===== src/rtl/mic_period_meter.sv =====
// mic_period_meter
// Measures the period of the asynchronous mic_clk square wave in clk cycles
// and averages it over 2^AVG_LOG2 consecutive periods. A sticky timeout flag
// reports a stalled or absent sensor.
module mic_period_meter #(
    parameter int CNT_W    = 24,
    parameter int AVG_LOG2 = 4,
    parameter int TIMEOUT  = 2_000_000
) (
    input  logic                      clk,
    input  logic                      rst,
    input  logic                      mic_clk,
    input  logic                      enable,
    output logic [CNT_W+AVG_LOG2-1:0] period_sum,
    output logic [CNT_W-1:0]          period_avg,
    output logic                      meas_valid,
    output logic                      timeout
);

    localparam int                  SUM_W     = CNT_W + AVG_LOG2;
    localparam logic [CNT_W-1:0]    TIMEOUT_C = CNT_W'(TIMEOUT);
    localparam logic [CNT_W-1:0]    CNT_ONE   = CNT_W'(1);
    localparam logic [CNT_W-1:0]    CNT_ZERO  = {CNT_W{1'b0}};
    localparam logic [SUM_W-1:0]    ACC_ZERO  = {SUM_W{1'b0}};
    localparam logic [AVG_LOG2-1:0] IDX_ZERO  = {AVG_LOG2{1'b0}};
    localparam logic [AVG_LOG2-1:0] IDX_ONE   = AVG_LOG2'(1);
    localparam logic [AVG_LOG2-1:0] IDX_LAST  = {AVG_LOG2{1'b1}};

    typedef enum logic [1:0] {
        ST_IDLE = 2'd0,
        ST_ARM  = 2'd1,
        ST_MEAS = 2'd2
    } state_t;

    state_t              state_r;
    logic                sync1_r;
    logic                sync2_r;
    logic                sync3_r;
    logic [CNT_W-1:0]    pcnt_r;
    logic [SUM_W-1:0]    acc_r;
    logic [AVG_LOG2-1:0] idx_r;

    logic                rise_s;
    logic                at_limit_s;
    logic [SUM_W-1:0]    sum_next_s;

    // Two-flop synchronizer plus one delay flop for rising-edge detection
    always_ff @(posedge clk or negedge rst) begin
        if (!rst) begin
            sync1_r <= 1'b0;
            sync2_r <= 1'b0;
            sync3_r <= 1'b0;
        end else begin
            sync1_r <= mic_clk;
            sync2_r <= sync1_r;
            sync3_r <= sync2_r;
        end
    end

    // Edge strobe, timeout comparison and the running sum including the current sample
    always_comb begin
        rise_s     = sync2_r & ~sync3_r;
        at_limit_s = (pcnt_r == TIMEOUT_C);
        sum_next_s = acc_r + {{AVG_LOG2{1'b0}}, pcnt_r};
    end

    // Arm/measure controller with period counter, accumulator and registered outputs
    always_ff @(posedge clk or negedge rst) begin
        if (!rst) begin
            state_r    <= ST_IDLE;
            pcnt_r     <= CNT_ZERO;
            acc_r      <= ACC_ZERO;
            idx_r      <= IDX_ZERO;
            period_sum <= ACC_ZERO;
            period_avg <= CNT_ZERO;
            meas_valid <= 1'b0;
            timeout    <= 1'b0;
        end else begin
            meas_valid <= 1'b0;
            if (!enable) begin
                // Disabled: drop any partial window, keep the published results
                state_r <= ST_IDLE;
                pcnt_r  <= CNT_ONE;
                acc_r   <= ACC_ZERO;
                idx_r   <= IDX_ZERO;
            end else begin
                case (state_r)
                    ST_IDLE: begin
                        state_r <= ST_ARM;
                        pcnt_r  <= CNT_ONE;
                        acc_r   <= ACC_ZERO;
                        idx_r   <= IDX_ZERO;
                    end
                    ST_ARM: begin
                        // First edge only starts the period count; it yields no sample
                        if (rise_s) begin
                            state_r <= ST_MEAS;
                            pcnt_r  <= CNT_ONE;
                        end else if (at_limit_s) begin
                            timeout <= 1'b1;
                            pcnt_r  <= CNT_ONE;
                        end else begin
                            pcnt_r <= pcnt_r + CNT_ONE;
                        end
                    end
                    ST_MEAS: begin
                        // An edge takes priority over a coincident timeout
                        if (rise_s) begin
                            pcnt_r <= CNT_ONE;
                            if (idx_r == IDX_LAST) begin
                                period_sum <= sum_next_s;
                                period_avg <= sum_next_s[SUM_W-1:AVG_LOG2];
                                meas_valid <= 1'b1;
                                timeout    <= 1'b0;
                                acc_r      <= ACC_ZERO;
                                idx_r      <= IDX_ZERO;
                            end else begin
                                acc_r <= sum_next_s;
                                idx_r <= idx_r + IDX_ONE;
                            end
                        end else if (at_limit_s) begin
                            timeout <= 1'b1;
                            state_r <= ST_ARM;
                            pcnt_r  <= CNT_ONE;
                            acc_r   <= ACC_ZERO;
                            idx_r   <= IDX_ZERO;
                        end else begin
                            pcnt_r <= pcnt_r + CNT_ONE;
                        end
                    end
                    default: begin
                        state_r <= ST_IDLE;
                        pcnt_r  <= CNT_ONE;
                        acc_r   <= ACC_ZERO;
                        idx_r   <= IDX_ZERO;
                    end
                endcase
            end
        end
    end

endmodule


===== config.mk =====
export PLATFORM = sky130hd
export DESIGN_NAME = mic_period_meter
export DESIGN_NICKNAME = d
export VERILOG_FILES = /design/src/rtl/mic_period_meter.sv
export SDC_FILE = /design/constraint.sdc
export NUM_CORES = 1
export LEC_CHECK = 0
export BUFFER_PORTS_ARGS = -buffer_cell sky130_fd_sc_hd__clkbuf_2
export CORE_ASPECT_RATIO = 1.25
export CORE_MARGIN = 2
export CORE_UTILIZATION = 53
export DETAILED_ROUTE_END_ITERATION = 7
export GPL_ROUTABILITY_DRIVEN = 0
export PLACE_DENSITY = 0.75
export SLEW_MARGIN = 15
export SYNTH_ARGS = -nofsm -noshare
export SYNTH_HDL_FRONTEND = slang
export SYNTH_SLANG_ARGS = --single-unit

===== constraint.sdc =====
create_clock -name clk -period 6.8 [get_ports clk]
set_input_delay 0 -clock clk [delete_from_list [all_inputs] [get_ports clk]]
set_output_delay 0 -clock clk [all_outputs]
set_load 0.05 [all_outputs]

==> qor.csv, run 1 <==
stage;metric;value;unit
outcome;status;completed;
synth;ys_warn_count;0;
clock_tree;cts_tree;yes;
critical_path;cp.required;7.08;ns
cells_and_area;diodes;0;
power;p_int;0.9781;mW
timing;min_period_over_period;40.06;%
timing;hold_viol;0;
synth;syn-cell-area;5323;um^2
timing;rsz0062_at_grt;false;
global_route;grt_util_met2;41.53;%
floorplanning;die_y;116.0;um
global_route;use_met3;4.616;%
synth;synthCells;579;
cells_and_area;layout_commonest_cell;dfrtp_1;
floorplanning;pin_count;58;
critical_path;reg2reg_depth;10;
cells_and_area;postLayoutCellArea;5929;um^2
global_route;overflow;0;
synth;ys_types;59;
power;p_sw_share;22.25;%
timing;finClkSkew;0.008338;ns
route;drtPass1Iterations;4;
critical_path;crit_arrival;3.00;ns
clock_tree;cts_root_buf;clkbuf_16;
route;postRouteWirelength;12.24;mm
floorplanning;start_util;54.82;%
timing;slew_headroom;30.69;%
power;power_density;212.2;nW/um^2
floorplanning;die_area;10870;um^2
critical_path;critPathKind;register to register;
clock_tree;cts_setup_buffers;0;
critical_path;r2r_end;period_sum[24];
clock_tree;cts.sinks;91;
global_route;antenna_found_initial;0;
clock_tree;clockBufferDepth;2;
route;drt_iter0_drc;158;
cells_and_area;syn_to_final_growth;11.40;%
power;seqPwrFrac;44.3;%
floorplanning;die_w;93.64;um
timing;fin_crit;2.724;ns
power;peakVddDrop;141.5;uV
route;drcViolationCount;0;
floorplanning;num_rows;40;
clock_tree;clk_latency;0.35;ns
critical_path;regToRegStartpoint;pcnt_r[0];
global_route;grt_util_all_layers;24.08;%
clock_tree;clk_pin_slew;0.06;ns
critical_path;endpoint;period_sum[24];
placed_design;detailed_place_hpwl;8.752;mm
timing;fmax;367.1;MHz
placed_design;placed_area;5535;um^2
cells_and_area;final_cell_mix;dfrtp_1 (91), nand2_1 (87), clkbuf_2 (56), nor2_1 (39);
timing;finalSetupTns;0;ns
timing;finalSetupViolations;0;
timing;worst_slack;4.076;ns
power;pwr-share-clk;48.5;%
critical_path;crit_fanout;6;
synth;ys_seq_elements;91;
power;power;1.258;mW
route;ant_nets;0;
min_path;hp-class;input pin to async pin;
timing;maxSlewViolCount;0;
synth;synth_ff_type;dfrtp_1;
route;wl_per_cell;16.63;um
synth;async_flop_share;100.0;%
job;cap_viol_max_count;0;
route;via_per_inst;5.905;
synth;synth_edf_count;0;
critical_path;end_kind;register;
synth;avgSynthCellArea;9.193;um^2
floorplanning;coreArea;9709;um^2
power;p_sw;0.2799;mW
route;num_vias;4346;
critical_path;critPathLaunchType;register;
synth;synth_seq_area_share;42.78;%
global_route;grt_pass1_wl;20.24;mm
critical_path;cp-startpoint;pcnt_r[0];
clock_tree;cts_resized;0;
placed_design;pre_cts_slack;4.112;ns
critical_path;r2r_slack;4.08;ns
global_route;grt_pass1_vias;4310;
global_route;busiest_layer;met2;
timing;tightest_slew;1.036;ns
cells_and_area;layout-drive-gt1-share;15.41;%
cells_and_area;final_util;61.07;%
power;p_comb_share;7.2;%
power;cellLeakagePower;2.844;nW
placed_design;io_buffers;57;
synth;synth.net_count;614;
cells_and_area;final_nets;641;
global_route;grt_max_degree;81;
clock_tree;numCtsBuffers;9;
global_route;grtUsageMet1;27.46;%
clock_tree;h-tree-depth;3;
## what timing repair did
item / 4_1_cts / 5_1_grt
setup endpoints to repair: 0 / 0
endpoints found under the hold margin: 14 / 0
hold buffers: 3 / 0
## Yosys cell counts, types with 9 or more instances
cell,count,area [um^2]
a21oi_1,30,150.1
a22o_1,16,140.1
and3_1,9,56.30
buf_4,24,180.2
clkbuf_1,17,63.81
dfrtp_1,91,2277
ha_1,30,375.4
inv_1,13,48.80
nand2_1,87,326.6
nand3_1,15,75.07
nand4_1,16,100.1
nor2_1,39,146.4
o21ai_0,15,75.07
o21ai_1,30,150.1
xnor2_1,14,122.6
xor2_1,26,227.7
## power by group through the flow
stage | Clock, mW | Sequential, mW | Combinational (mW)
2_1_floorplan | 0 | 0.565 | 0.0551
3_3_place_gp | 0 | 0.566 | 0.0882
3_5_place_dp | 0 | 0.567 | 0.0910
4_1_cts | 0.623 | 0.557 | 0.0925
5_1_grt | 0.642 | 0.558 | 0.102
6_report | 0.610 | 0.557 | 0.0910
## metal layers
layer,wire [um],vias up
li1,-,2076
met1,4882,2094
met2,6267,137
met3,534,39
met4,558,0
met5,0,-
## worst max-delay path, stage by stage (launching register included)
cell	delay, ns
dfrtp_1	0.43
ha_1	0.22
inv_1	0.06
fa_1	0.40
nand2b_1	0.18
a21o_1	0.20
a31oi_4	0.17
a311o_2	0.31
a21oi_2	0.12
or4_1	0.47
nand3_1	0.09
## how the worst min path moves through the flow
stage	start	to	slack [ns]
3_3_place_gp	rst	period_sum[17]	-0.15
5_1_grt	rst	pcnt_r[19]	0.04
3_5_place_dp	rst	period_sum[17]	-0.15
2_1_floorplan	rst	acc_r[0]	-0.30
4_1_cts	rst	period_sum[17]	0.04
6_report	rst	pcnt_r[17]	0.03
## layout make-up
cell class | count | area (um^2)
clock inverters | 5 | 125.1
clock buffers | 10 | 239.0
multi-input cells | 425 | 2726
inverters | 15 | 56.30
well taps | 126 | 157.7
flip-flops and latches | 91 | 2277
repair buffers | 64 | 347.8
fillers | 833 | 3780
## sequential cells by signal, summed over array words and instances, names as in the netlist
| signal | count |
|---|---|
| acc_r | 28 |
| idx_r | 4 |
| meas_valid | 1 |
| pcnt_r | 24 |
| period_avg | 1 |
| period_sum | 27 |
| state_r | 2 |
| sync1_r | 1 |
| sync2_r | 1 |
| sync3_r | 1 |
| timeout | 1 |
## logic make-up after synthesis
group | count (synthesis) | synth area share, %
buf+inv | 63 | 6.253
fa+ha+maj | 31 | 7.428
xor+xnor | 40 | 6.582
flops | 91 | 42.78
compound gates | 144 | 17.68
mux | 6 | 1.269
simple gates | 204 | 18.01
## through the flow
step,instances,hold WS (ns)
2_1_floorplan,579,-0.2956
3_3_place_gp,718,-0.1524
3_5_place_dp,718,-0.1519
4_1_cts,736,0.03653
5_1_grt,736,0.04221
6_report,736,0.03143
Power figures use the tool's default switching activity.
==> run 2: changes to the inputs <==
clock period = 2.8 ns   (was 6.8 ns; I/O delays follow)
==> qor.csv, run 2 (synthesis gave the netlist of run 1 again) <==
stage;metric;value;unit;change
outcome;status;completed;;
power;cellLeakagePower;2.855;nW;+0.38%
cells_and_area;diodes;0;;unchanged
min_path;holdPathEnd;sync1_r;;
global_route;grt_max_degree;77;;-4.9%
floorplanning;num_rows;40;;unchanged
power;power_density;491.1;nW/um^2;+130%
cells_and_area;postLayoutCellArea;5937;um^2;+0.13%
critical_path;cp.depth;10;;unchanged
cells_and_area;num-fill-cells;859;;+3.1%
cells_and_area;final_nets;646;;+0.78%
global_route;grt_pass1_wl;20.27;mm;+0.17%
route;drt_iter0_drc;258;;+63%
timing;slew_headroom;36.72;%;+6.0 points
critical_path;crit_buf_inv;1;;unchanged
critical_path;end_kind;register;;
global_route;grt_pass1_vias;4256;;-1.3%
timing;finalSetupViolations;0;;unchanged
critical_path;r2r_end;period_sum[24];;
global_route;overflow;0;;unchanged
critical_path;critPathKind;register to register;;
floorplanning;start_util;54.82;%;unchanged
floorplanning;die_area;10870;um^2;unchanged
job;cap_viol_max_count;0;;unchanged
power;power;2.916;mW;+130%
clock_tree;numCtsBuffers;9;;unchanged
critical_path;critPathLaunchType;register;;
cells_and_area;reg_top3;acc_r: 28 flops, period_sum: 27 flops, pcnt_r: 24 flops;;
global_route;grt_util_all_layers;24.02;%;-0.060 points
min_path;hold_start;mic_clk;;
route;postRouteWirelength;12.16;mm;-0.69%
cells_and_area;largest_reg_flops;28;;unchanged
timing;min_period_over_period;93.93;%;+54 points
route;met1_length;4.986;mm;+2.1%
clock_tree;clockBufferDepth;2;;unchanged
timing;tightest_slew;0.9493;ns;-0.08697 ns
cells_and_area;layout_commonest_cell;dfrtp_1;;
floorplanning;die_y;116.0;um;unchanged
critical_path;slowest_stage;or4_1;;
timing;finalSetupTns;0;ns;unchanged
timing;fmax;380.2;MHz;+3.6%
critical_path;crit_arrival;2.92;ns;-0.08 ns
global_route;antenna_found_initial;0;;unchanged
clock_tree;cts_root_buf;clkbuf_16;;
placed_design;detailed_place_hpwl;8.743;mm;-0.10%
floorplanning;pin_count;58;;unchanged
cells_and_area;final_cell_mix;dfrtp_1 (90), nand2_1 (87), clkbuf_2 (56), nor2_1 (39);;
critical_path;r2r_slack;0.17;ns;-3.91 ns
floorplanning;coreArea;9709;um^2;unchanged
cells_and_area;multi_input_area;2720;um^2;-0.23%
clock_tree;clk_pin_slew;0.07;ns;about the same
cells_and_area;seq_area;2278;um^2;about the same
critical_path;cp_top_family;simple AND/OR/NAND/NOR gates;;
route;wl_met3;563;um;+5.4%
min_path;hp-class;input pin to register;;
placed_design;placed_area;5564;um^2;+0.52%
route;num_vias;4340;;-0.14%
critical_path;critPathMaxStageDelay;0.48;ns;about the same
route;drcViolationCount;0;;unchanged
critical_path;cp.required;3.09;ns;-3.99 ns
floorplanning;die_w;93.64;um;unchanged
critical_path;crit_fanout;6;;unchanged
timing;fin_crit;2.630;ns;-0.09407 ns
timing;hold_viol;0;;unchanged
min_path;hold_path_depth;2;;
route;wl_met2;6.049;mm;-3.5%
clock_tree;cts_tree;yes;;
route;ant_nets;0;;unchanged
power;peakVddDrop;307.3;uV;+120%
route;routed.top_layer;met4;;
cells_and_area;top_register;acc_r;;
clock_tree;clk_latency;0.35;ns;about the same
placed_design;io_buffers;57;;unchanged
timing;rsz0062_at_grt;false;;
critical_path;reg2reg_depth;10;;unchanged
cells_and_area;layout-drive-gt1-share;16.26;%;+0.85 points
timing;finClkSkew;0.01244;ns;+0.004097 ns
route;wl_per_cell;16.41;um;-1.4%
route;drtPass1Iterations;6;;+2
critical_path;cp_cell_sequence;ha_1 -> inv_1 -> fa_1 -> nand2b_1 -> a21o_1 -> a31oi_4 -> a311o_2 -> a21oi_2 -> or4_1 -> nand3_1;;
clock_tree;cts.sinks;91;;unchanged
critical_path;regToRegStartpoint;pcnt_r[0];;
clock_tree;h-tree-depth;3;;unchanged
cells_and_area;syn_to_final_growth;11.54;%;
route;via_per_inst;5.857;;-0.81%
timing;maxSlewViolCount;0;;unchanged
==> run 2: report_power, final <==
part           switching [mW]  internal (mW)
clock network           0.503          0.825
registers              0.0214           1.33
logic                   0.162         0.0716
total                   0.686           2.23
==> run 2: cell type report <==
class                           count  area share, %
Tap cell                          126          2.655
Timing Repair Buffer               69          6.702
Multi-Input combinational cell    425          45.82
Clock inverter                      4          1.243
Inverter                           15         0.9484
Sequential cell                    91          38.38
Clock buffer                       11          4.257
==> run 2: layer usage <==
metal  up-vias  GRT usage (%)
met5         -              0
met4         0          15.56
met3        40          3.251
met2       154          41.06
met1      2049          28.39
li1       2097              -
==> run 2: how the worst max path moves through the flow <==
stage / start / end / slack (ns)
final: pcnt_r[0] / period_sum[24] / 0.17
after floorplan: pcnt_r[0] / period_sum[24] / 0.30
after global placement: pcnt_r[0] / period_sum[24] / 0.17
after detailed placement: pcnt_r[0] / period_sum[24] / 0.10
after CTS: pcnt_r[0] / period_sum[24] / 0.08
after global routing: pcnt_r[0] / period_sum[24] / 0.03
==> run 2: timing repair <==
action	CTS	global route
setup endpoints to repair	0	1
setup buffers	0	2
resized for setup	0	1
hold endpoints to repair	78	0
hold buffers	3	0
==> run 2: through the flow <==
stage                     hold slack, ns  utilization [%]  setup slack [ns]  std cells
after CTS                         0.2837            60.98           0.08198        739
final                             0.3281            61.15            0.1700        741
after global routing              0.3307            61.15           0.03079        741
after detailed placement          0.1114            57.31            0.1006        721
after floorplan                  -0.2956                -            0.3046        579
after global placement            0.1108            57.31            0.1731        721
==> run 3: changes to the inputs <==
CELL_PAD_IN_SITES_DETAIL_PLACEMENT = 1   (was not set)
CELL_PAD_IN_SITES_GLOBAL_PLACEMENT = 1   (was not set)
CORE_UTILIZATION = 45   (was 53)
PLACE_DENSITY = 0.82   (was 0.75)
==> qor.csv, run 3 (synthesis gave the netlist of run 1 again) <==
stage;metric;value;unit;change
outcome;status;completed;;
timing;finalSetupViolations;0;;unchanged
cells_and_area;reg_top3;acc_r: 28 flops, period_sum: 27 flops, pcnt_r: 24 flops;;
critical_path;cp_cell_sequence;ha_2 -> inv_1 -> fa_1 -> nand2b_1 -> a21o_1 -> a31oi_4 -> a311o_2 -> a21oi_2 -> or4_1 -> nand3_1;;
global_route;grt_util_all_layers;24.21;%;+0.19 points
global_route;antenna_found_initial;0;;unchanged
timing;finClkSkew;0.006916;ns;-0.005519 ns
timing;worst_slack;0.1249;ns;-0.04512 ns
cells_and_area;top_register;acc_r;;
global_route;busiest_layer;met2;;
power;p_comb_share;8.1;%;about the same
clock_tree;numCtsBuffers;9;;unchanged
global_route;use_met3;3.522;%;+0.27 points
floorplanning;pin_count;58;;unchanged
floorplanning;die_area;12720;um^2;+17%
critical_path;crit_buf_inv;1;;unchanged
critical_path;critPathMaxStageDelay;0.49;ns;about the same
global_route;grt_max_degree;67;;-13%
timing;maxSlewViolCount;0;;unchanged
timing;slew_headroom;43.25;%;+6.5 points
power;peakVddDrop;239.0;uV;-22%
placed_design;dp_cells;734;;+1.8%
timing;fin_crit;2.675;ns;+0.04512 ns
cells_and_area;layoutNonFillerInstCount;758;;+2.3%
power;power_density;504.0;nW/um^2;+2.6%
route;num_vias;4491;;+3.5%
cells_and_area;syn_to_final_growth;12.67;%;
power;pwr-share-clk;47.1;%;+1.6 points
clock_tree;clk_latency;0.35;ns;about the same
critical_path;crit_arrival;2.96;ns;+0.04 ns
placed_design;pre_cts_slack;0.03068;ns;-0.06994 ns
floorplanning;coreArea;11560;um^2;+19%
critical_path;cp.required;3.09;ns;about the same
global_route;grtUsageMet1;29.08;%;+0.69 points
cells_and_area;final_cell_mix;dfrtp_1 (90), nand2_1 (87), clkbuf_2 (56), nor2_1 (39);;
job;cap_viol_max_count;0;;unchanged
power;p_sw_share;23.93;%;+0.41 points
critical_path;critPathKind;register to register;;
floorplanning;die_y;125.6;um;+8.2%
cells_and_area;final_nets;650;;+0.62%
min_path;hp-class;input pin to register;;
critical_path;crit_fanout;5;;-1
route;via_per_inst;5.925;;+1.2%
clock_tree;clockBufferDepth;2;;unchanged
global_route;overflow;0;;unchanged
cells_and_area;largest_reg_flops;28;;unchanged
route;drt_iter0_drc;142;;-45%
global_route;grt_pass1_vias;4775;;+12%
cells_and_area;diodes;0;;unchanged
route;ant_nets;0;;unchanged
placed_design;io_buffers;57;;unchanged
critical_path;end_kind;register;;
clock_tree;cts_root_buf;clkbuf_16;;
clock_tree;clk_pin_slew;0.07;ns;about the same
cells_and_area;layout-drive-gt1-share;17.10;%;+0.84 points
critical_path;slowest_stage;or4_1;;
power;seqPwrFrac;44.8;%;-1.6 points
timing;hold_slack;0.3030;ns;-0.02508 ns
global_route;grt_pass1_wl;24.14;mm;+19%
timing;min_period_over_period;95.54;%;+1.6 points
floorplanning;die_w;101.3;um;+8.2%
timing;hold_viol;0;;unchanged
timing;tightest_slew;0.8512;ns;-0.09806 ns
route;drtPass1Iterations;4;;-2
power;p_sw;0.7232;mW;+5.5%
timing;fmax;373.8;MHz;-1.7%
clock_tree;h-tree-depth;3;;unchanged
power;p_int;2.299;mW;+3.1%
route;wl_per_cell;19.34;um;+18%
route;drcViolationCount;0;;unchanged
critical_path;cp_top_family;compound AO/OA/AOI/OAI gates;;
clock_tree;cts.sinks;91;;unchanged
power;power;3.022;mW;+3.7%
floorplanning;num_rows;44;;+10%
placed_design;detailed_place_hpwl;10.46;mm;+20%
clock_tree;cts_tree;yes;;
power;cellLeakagePower;2.870;nW;+0.51%
global_route;grt_util_met2;42.15;%;+1.1 points
route;postRouteWirelength;14.66;mm;+21%
cells_and_area;layout_commonest_cell;dfrtp_1;;
critical_path;critPathLaunchType;register;;
floorplanning;start_util;46.04;%;-8.8 points
-- run 3: cell count changes in the layout (fill, tap and decap cells not counted), sizes merged --
cell / previous run / this run
clkinv: 2 / 0
clkinvlp: 0 / 3
buf: 10 / 14
clkbuf: 67 / 66
bufinv: 2 / 3
-- run 3: final timing paths --
path                            from             end  slack, ns  cells after the start
max                        pcnt_r[0]  period_sum[24]       0.12                     10
min                          mic_clk         sync1_r       0.30                      2
max reg2reg                pcnt_r[0]  period_sum[24]       0.12                     10
min reg2reg                  sync1_r         sync2_r       0.36                      0
max in group asynchronous        rst   period_sum[9]       1.76                      3
min in group asynchronous        rst  period_sum[17]       0.31                      2
-- run 3: cell type report --
cell class                 count  area (um^2)
fill                        1352         5564
multi-input combinational    425         2723
sequential                    91         2278
timing repair buffer          73        415.4
clock buffer                  10        239.0
tap                          138        172.7
clock inverter                 6        112.6
inverter                      15        56.30
-- run 3: timing repair --
item                                    4_1_cts  5_1_grt
endpoints found under the hold margin        66        0
resized for setup                             0        2
setup buffers                                 0        5
hold buffers                                  3        0
endpoints found under the setup margin        0        3
-- run 3: power groups by stage --
stage / registers [mW] / logic [mW] / clock network (mW)
after floorplan: 1.37 / 0.134 / 0
after global placement: 1.38 / 0.217 / 0
after detailed placement: 1.38 / 0.231 / 0
after CTS: 1.35 / 0.240 / 1.45
after global routing: 1.36 / 0.276 / 1.51
final: 1.35 / 0.245 / 1.42
-- run 3: per-stage QoR --
step,instance area [um^2],setup TNS [ns],utilization (%)
global placement,5574,0,48.21
floorplan,5323,0,-
finish,5997,0,51.87
global route,5997,-0.003441,51.87
CTS,5956,0,51.52
detailed placement,5574,0,48.21
-- run 3: metal layers --
layer / share of wire (%) / vias up
met4: 3.6 / 0
li1: - / 2098
met3: 2.9 / 35
met1: 41 / 2260
met2: 53 / 98
met5: 0 / -
